==> src/rtl/lcd_pkg.sv <==
// Shared constants and types for the LCD read/write engines: clock rate,
// microsecond-derived timing limits, read state encoding and RS encoding.
package lcd_pkg;

    localparam int FREQ      = 50_000_000;
    localparam int T1_US     = FREQ / 1_000_000;
    localparam int SETUP_US  = 1;
    localparam int E_HIGH_US = 3;
    localparam int E_GAP_US  = 1;
    localparam int HOLD_US   = 1;

    localparam int TIMER_W = 21;

    // A state exits on the cycle where the timer equals its limit, so a
    // limit of N cycles gives a state length of N+1 cycles.
    function automatic logic [TIMER_W-1:0] us_to_cycles(input int freq, input int us);
        return TIMER_W'((freq / 1_000_000) * us);
    endfunction

    localparam logic [TIMER_W-1:0] LIM_SETUP = us_to_cycles(FREQ, SETUP_US);
    localparam logic [TIMER_W-1:0] LIM_EHI   = us_to_cycles(FREQ, E_HIGH_US);
    localparam logic [TIMER_W-1:0] LIM_GAP   = us_to_cycles(FREQ, E_GAP_US);
    localparam logic [TIMER_W-1:0] LIM_HOLD  = us_to_cycles(FREQ, HOLD_US);

    // RS=0 addresses the busy flag / address counter, RS=1 addresses RAM data.
    localparam logic RS_INSTR = 1'b0;
    localparam logic RS_DATA  = 1'b1;

    typedef enum logic [2:0] {
        RD_IDLE,
        RD_ADDR_SETUP,
        RD_E_HIGH_HI,
        RD_E_GAP,
        RD_E_HIGH_LO,
        RD_HOLD,
        RD_DONE_TICK
    } rd_state_t;

endpackage

==> src/rtl/lcd_nibble_sync.sv <==
// Two-flop synchronizer for the 4-bit LCD data bus, which is driven by the
// panel with no relation to the system clock.
module lcd_nibble_sync (
    input  logic       clk,
    input  logic       rst,
    input  logic [3:0] din,
    output logic [3:0] dout
);

    logic [3:0] meta;

    // First stage may go metastable; second stage presents a settled value.
    always_ff @(posedge clk or posedge rst) begin
        if (rst) begin
            meta <= 4'h0;
            dout <= 4'h0;
        end else begin
            meta <= din;
            dout <= meta;
        end
    end

endmodule

==> src/rtl/lcd_read_transfer.sv <==
// HD44780-style 4-bit read cycle: RW high, two E pulses, upper nibble then
// lower nibble, assembled into readData with a one-cycle readDone pulse.
// Optional busy-flag polling is built when LCD_READ_BUSY_POLL_EN is defined.
//
// state         | meaning
// --------------+--------------------------------------------------------
// RD_IDLE       | all outputs low, waiting for readRequest
// RD_ADDR_SETUP | RS/RW presented, bus released, E low
// RD_E_HIGH_HI  | first E pulse; upper nibble sampled on the last cycle
// RD_E_GAP      | E low between nibbles, RS/RW held
// RD_E_HIGH_LO  | second E pulse; lower nibble sampled on the last cycle
// RD_HOLD       | E low, RS/RW held after final E fall
// RD_DONE_TICK  | readDone pulse, readData valid, RW and bus release drop
module lcd_read_transfer #(
    parameter int FREQ      = lcd_pkg::FREQ,
    parameter int SETUP_US  = lcd_pkg::SETUP_US,
    parameter int E_HIGH_US = lcd_pkg::E_HIGH_US,
    parameter int E_GAP_US  = lcd_pkg::E_GAP_US,
    parameter int HOLD_US   = lcd_pkg::HOLD_US
) (
    input  logic        CLK,
    input  logic        RESET,
    input  logic        readRequest,
    input  logic        readRS,
    input  logic [3:0]  LCD_DIN,
`ifdef LCD_READ_BUSY_POLL_EN
    input  logic        pollBusy,
    output logic [15:0] pollCount,
`endif
    output logic        LCD_RS,
    output logic        LCD_RW,
    output logic        LCD_E,
    output logic        busRelease,
    output logic [7:0]  readData,
    output logic        readDone,
    output logic        busy
);

    import lcd_pkg::*;

    localparam logic [TIMER_W-1:0] SETUP_LIM = us_to_cycles(FREQ, SETUP_US);
    localparam logic [TIMER_W-1:0] EHI_LIM   = us_to_cycles(FREQ, E_HIGH_US);
    localparam logic [TIMER_W-1:0] GAP_LIM   = us_to_cycles(FREQ, E_GAP_US);
    localparam logic [TIMER_W-1:0] HOLD_LIM  = us_to_cycles(FREQ, HOLD_US);

    rd_state_t          state;
    rd_state_t          state_next;
    logic [TIMER_W-1:0] timer;
    logic               timer_done;
    logic               accept;
    logic               rs_reg;
    logic [3:0]         din_sync;
    logic [3:0]         upper;
    logic [3:0]         lower;
    logic               poll_again;

    lcd_nibble_sync u_sync (
        .clk  (CLK),
        .rst  (RESET),
        .din  (LCD_DIN),
        .dout (din_sync)
    );

    assign accept = (state == RD_IDLE) && readRequest;

    // State register; reset drops E and RW immediately through the decode.
    always_ff @(posedge CLK or posedge RESET) begin
        if (RESET) begin
            state <= RD_IDLE;
        end else begin
            state <= state_next;
        end
    end

    // Per-state timer, cleared on every state entry and held at zero in idle.
    always_ff @(posedge CLK or posedge RESET) begin
        if (RESET) begin
            timer <= '0;
        end else if ((state_next != state) || (state == RD_IDLE)) begin
            timer <= '0;
        end else begin
            timer <= timer + 1'b1;
        end
    end

    // Next-state and pin decode.
    always_comb begin
        state_next = state;
        timer_done = 1'b0;
        LCD_E      = 1'b0;
        LCD_RW     = 1'b0;
        LCD_RS     = RS_INSTR;
        busRelease = 1'b0;
        readDone   = 1'b0;
        busy       = (state != RD_IDLE);
        case (state)
            RD_IDLE: begin
                if (readRequest) state_next = RD_ADDR_SETUP;
            end
            RD_ADDR_SETUP: begin
                LCD_RS     = rs_reg;
                LCD_RW     = 1'b1;
                busRelease = 1'b1;
                timer_done = (timer == SETUP_LIM);
                if (timer_done) state_next = RD_E_HIGH_HI;
            end
            RD_E_HIGH_HI: begin
                LCD_RS     = rs_reg;
                LCD_RW     = 1'b1;
                LCD_E      = 1'b1;
                busRelease = 1'b1;
                timer_done = (timer == EHI_LIM);
                if (timer_done) state_next = RD_E_GAP;
            end
            RD_E_GAP: begin
                LCD_RS     = rs_reg;
                LCD_RW     = 1'b1;
                busRelease = 1'b1;
                timer_done = (timer == GAP_LIM);
                if (timer_done) state_next = RD_E_HIGH_LO;
            end
            RD_E_HIGH_LO: begin
                LCD_RS     = rs_reg;
                LCD_RW     = 1'b1;
                LCD_E      = 1'b1;
                busRelease = 1'b1;
                timer_done = (timer == EHI_LIM);
                if (timer_done) state_next = RD_HOLD;
            end
            RD_HOLD: begin
                LCD_RS     = rs_reg;
                LCD_RW     = 1'b1;
                busRelease = 1'b1;
                timer_done = (timer == HOLD_LIM);
                if (timer_done) state_next = poll_again ? RD_ADDR_SETUP : RD_DONE_TICK;
            end
            RD_DONE_TICK: begin
                LCD_RS     = rs_reg;
                readDone   = 1'b1;
                state_next = RD_IDLE;
            end
            default: begin
                state_next = RD_IDLE;
            end
        endcase
    end

    // Capture RS at accept, nibbles at the end of each E pulse, and publish
    // the byte on the HOLD exit so it is already valid in the done cycle.
    always_ff @(posedge CLK or posedge RESET) begin
        if (RESET) begin
            rs_reg   <= RS_INSTR;
            upper    <= 4'h0;
            lower    <= 4'h0;
            readData <= 8'h00;
        end else begin
            if (accept) rs_reg <= readRS;
            if ((state == RD_E_HIGH_HI) && timer_done) upper <= din_sync;
            if ((state == RD_E_HIGH_LO) && timer_done) lower <= din_sync;
            if ((state == RD_HOLD) && timer_done && !poll_again) readData <= {upper, lower};
        end
    end

`ifdef LCD_READ_BUSY_POLL_EN
    logic poll_en;

    // Repeat the status read while BF (bit 7, upper nibble MSB) is set.
    assign poll_again = poll_en && upper[3];

    // Poll mode latch and saturating count of busy status reads.
    always_ff @(posedge CLK or posedge RESET) begin
        if (RESET) begin
            poll_en   <= 1'b0;
            pollCount <= 16'h0000;
        end else if (accept) begin
            poll_en   <= pollBusy && (readRS == RS_INSTR);
            pollCount <= 16'h0000;
        end else if ((state == RD_HOLD) && timer_done && poll_again &&
                     (pollCount != 16'hFFFF)) begin
            pollCount <= pollCount + 16'd1;
        end
    end
`else
    assign poll_again = 1'b0;
`endif

endmodule

==> config.mk <==
export PLATFORM = sky130hd
export DESIGN_NAME = lcd_read_transfer
export DESIGN_NICKNAME = d
export VERILOG_FILES = /design/src/rtl/lcd_pkg.sv /design/src/rtl/lcd_nibble_sync.sv /design/src/rtl/lcd_read_transfer.sv
export SDC_FILE = /design/constraint.sdc
export NUM_CORES = 1
export LEC_CHECK = 0
export ABC_AREA = 1
export ABC_CLOCK_PERIOD_IN_PS = 2100
export BUFFER_PORTS_ARGS = -buffer_cell sky130_fd_sc_hd__buf_2
export CORE_UTILIZATION = 40
export CTS_CLUSTER_SIZE = 25
export DETAILED_ROUTE_END_ITERATION = 8
export GPL_ROUTABILITY_DRIVEN = 0
export PLACE_DENSITY = 0.62
export SLEW_MARGIN = 25
export SYNTH_ARGS = -nofsm -noshare
export SYNTH_HDL_FRONTEND = slang
export SYNTH_SLANG_ARGS = --single-unit
==> constraint.sdc <==
create_clock -name CLK -period 2.1 [get_ports CLK]
set_clock_uncertainty 0.15 [all_clocks]
set_input_delay 0.42 -clock CLK [delete_from_list [all_inputs] [get_ports CLK]]
set_output_delay 0.42 -clock CLK [all_outputs]
set_load 0.01 [all_outputs]
==> results.tsv <==
metric	value	unit
status	finished with violations	
violations	negative hold slack	
ctsLongestPathBuffers	2	
cts_tree	done	
drive_gt1_share	27.3	%
num_rows	28	
portBuffers	21	
largest_reg_flops	21	
diodes	0	
period_share	92.8	%
fin_crit	1.95	ns
syn_to_final_growth	12.8	%
finalWirelength	4.47	mm
root_buffer	clkbuf_8	
grt_use_total	15.1	%
crit_path_end_kind	flop	
core	0.00596	sq mm
dp_hpwl	3.13	mm
synth-seq-cells	49	
setup_viol	0	
max-slew-margin-rel	62.7	%
arrival	2.03	ns
critPathMaxStageDelay	0.39	ns
crit_chain	ha_1, nand3_1, inv_1, nand4_1, nor2_1, nand2_1, xor2_1, nor2_1	
synth-xor-area-share	4.58	%
placed_cells	370	
ant_nets	0	
critPathBufInv	1	
cp_max_fo	5	
sequentialPowerShare	62.2	%
switchingPower	0.332	mW
slew_violations	0	
startpoint	timer[1]$_DFF_PP0_	
syn_nets	284	
clkTransAtPathRegs	0.09	ns
avgSynthCellArea	9.07	sq um
crit_path_top_delay_cell	dfrtp_1	
fin_nets	313	
r2r_slack	0.15	ns
start_util	41.7	%
cts_hold_buf	0	
vias	1759	
gr-total-overflow	0	
drt-initial-drc-count	121	
reg2reg_to	timer[20]$_DFF_PP0_	
die_h	80.8	um
top_register	timer	
wl_per_cell	11.8	um
synthSimpleGateAreaFrac	28.8	%
tightest_slew	0.558	ns
antenna_found_initial	0	
numCtsBuffers	5	
grt_max_degree	29	
r2r-start	timer[1]$_DFF_PP0_	
crit_type	reg2reg	
viasPerCell	4.64	
synth_top_family_by_area	simple AND/OR/NAND/NOR gates	
finalNonFillerCells	379	
ys_warn_count	0	
clock_latency	0.30	ns
yosysUniqueCellTypes	33	
ir_drop	0.325	mV
drt_first_pass_iters	4	
grt_pass1_vias	1631	
cp_top_family	simple AND/OR/NAND/NOR gates	
grt_pass1_wl	7.56	mm
cellLeakagePower	1.31	nW
hp-class	in2async	
synth-seq-area-share	49.3	%
power.internal	1.20	mW
n_fill_cell	585	
worst_hold_slack	-0.00881	ns
synth_cells	274	
crit_top_cell	nor2_1	
clock_power_share	35.8	%
reg_top3	timer x21, readData x8	
synthAdderAreaFrac	1.01	%
critPathRequiredTime	2.18	ns
combPwrFrac	2.0	%
die_area	0.00653	sq mm
synth-compound-area-share	6.70	%
h-tree-depth	2	
io-pin-count	22	
synth_area	0.00248	sq mm
ff2ff_path_depth	8	
synth.mux.area_fraction	0.453	%
power.density	546	mW/mm^2
fmax	513	MHz
drv_cap	0	
swShare	21.7	%
rsz0062_at_grt	yes	
startpoint_type	flop	
clkSinkCount	49	
die_w	80.8	um
hold_viol_final	15	
drcViolationCount	0	
[power by group through the flow]
stage | clock network (mW) | logic (mW) | registers (mW)
after floorplan | 0 | 0.0155 | 0.971
after global placement | 0 | 0.0325 | 0.971
after detailed placement | 0 | 0.0328 | 0.971
after CTS | 0.579 | 0.0327 | 0.952
after global routing | 0.625 | 0.0368 | 0.953
final | 0.547 | 0.0307 | 0.952
[how the worst max path moves through the flow]
stage / end / slack (ns) / depth (start not counted)
after floorplan: timer[5]$_DFF_PP0_ / 0.24 / 14
after global placement: timer[20]$_DFF_PP0_ / 0.16 / 13
after detailed placement: timer[20]$_DFF_PP0_ / 0.09 / 13
after CTS: timer[20]$_DFF_PP0_ / 0.06 / 13
after global routing: timer[20]$_DFF_PP0_ / -0.01 / 8
final: timer[20]$_DFF_PP0_ / 0.15 / 8
[timing repair]
item,CTS,global route
gates resized for setup,0,7
setup endpoints to repair,0,21
buffers inserted,0,0
[metrics by stage]
step / TNS [ns] / instance area, sq um / total power, mW / setup WS (ns) / util (%)
after global routing: -0.0120 / 2800 / 1.61 / -0.0120 / 47.1
after detailed placement: 0 / 2660 / 1.00 / 0.0871 / 44.7
after floorplan: 0 / 2480 / 0.986 / 0.241 / -
final: 0 / 2800 / 1.53 / 0.151 / 47.1
after CTS: 0 / 2750 / 1.56 / 0.0619 / 46.2
after global placement: 0 / 2660 / 1.00 / 0.162 / 44.7
[area by class of cell]
| class | count | area (sq um) | share of cell area, % |
|---|---|---|---|
| multi-input cells | 179 | 1080 | 38.7 |
| repair buffers | 26 | 155 | 5.54 |
| well taps | 75 | 93.8 | 3.35 |
| flip-flops and latches | 49 | 1230 | 43.8 |
| clock buffers | 6 | 72.6 | 2.59 |
| inverters | 42 | 158 | 5.62 |
| clock inverters | 2 | 13.8 | 0.491 |
[placed cells by master, fill, tap and decap left out, types with 3 or more instances in the layout]
cell type / n
nand2_1: 58
nand3_1: 8
nor3_1: 6
nor2_1: 20
buf_2: 21
o21ai_2: 8
nand4_1: 5
buf_4: 4
nand2_2: 5
xor2_1: 8
dfrtp_1: 49
nor2_4: 5
clkbuf_8: 5
o21ai_0: 12
inv_1: 38
xnor2_1: 5
nor2_2: 18
inv_2: 3
[cells by family after synthesis]
family | Yosys count
compound gates | 25
simple gates | 137
xor+xnor | 13
fa+ha+maj | 2
buf+inv | 47
flops | 49
mux | 1
[synth_stat cells (all sizes together)]
cell type   n  area share, %
dfrtp      49             49
inv        41            6.2
o211a       1           0.40
a21oi       1           0.20
a31oi       1           0.25
nand3       9            2.0
nand4       7            3.0
o21bai      2           0.60
o21ai      20            5.2
nor3        9            2.3
buf         5            2.8
nor3b       1           0.30
nor2       43            9.8
ha          2            1.0
and3        1           0.25
clkinv      1           0.15
mux2        1           0.45
xor2        8            2.8
xnor2       5            1.8
nor4        1           0.25
and2        1           0.25
nand2      65             11
[routing by layer]
metal / GRT usage, % / routed length [um] / vias to the layer above
met5: 0 / 0 / -
met4: 3.93 / 44 / 0
met3: 3.93 / 225 / 5
met2: 22.4 / 1930 / 36
met1: 21.9 / 2270 / 811
li1: - / - / 907
[worst reg2reg max path, stage by stage, from the launching register on]
cell and delay, ns:
dfrtp_1 0.39, ha_1 0.21, nand3_1 0.13, inv_1 0.13, nand4_1 0.27, nor2_1 0.25
nand2_1 0.10, xor2_1 0.15, nor2_1 0.11
Power figures use the tool's default switching activity.
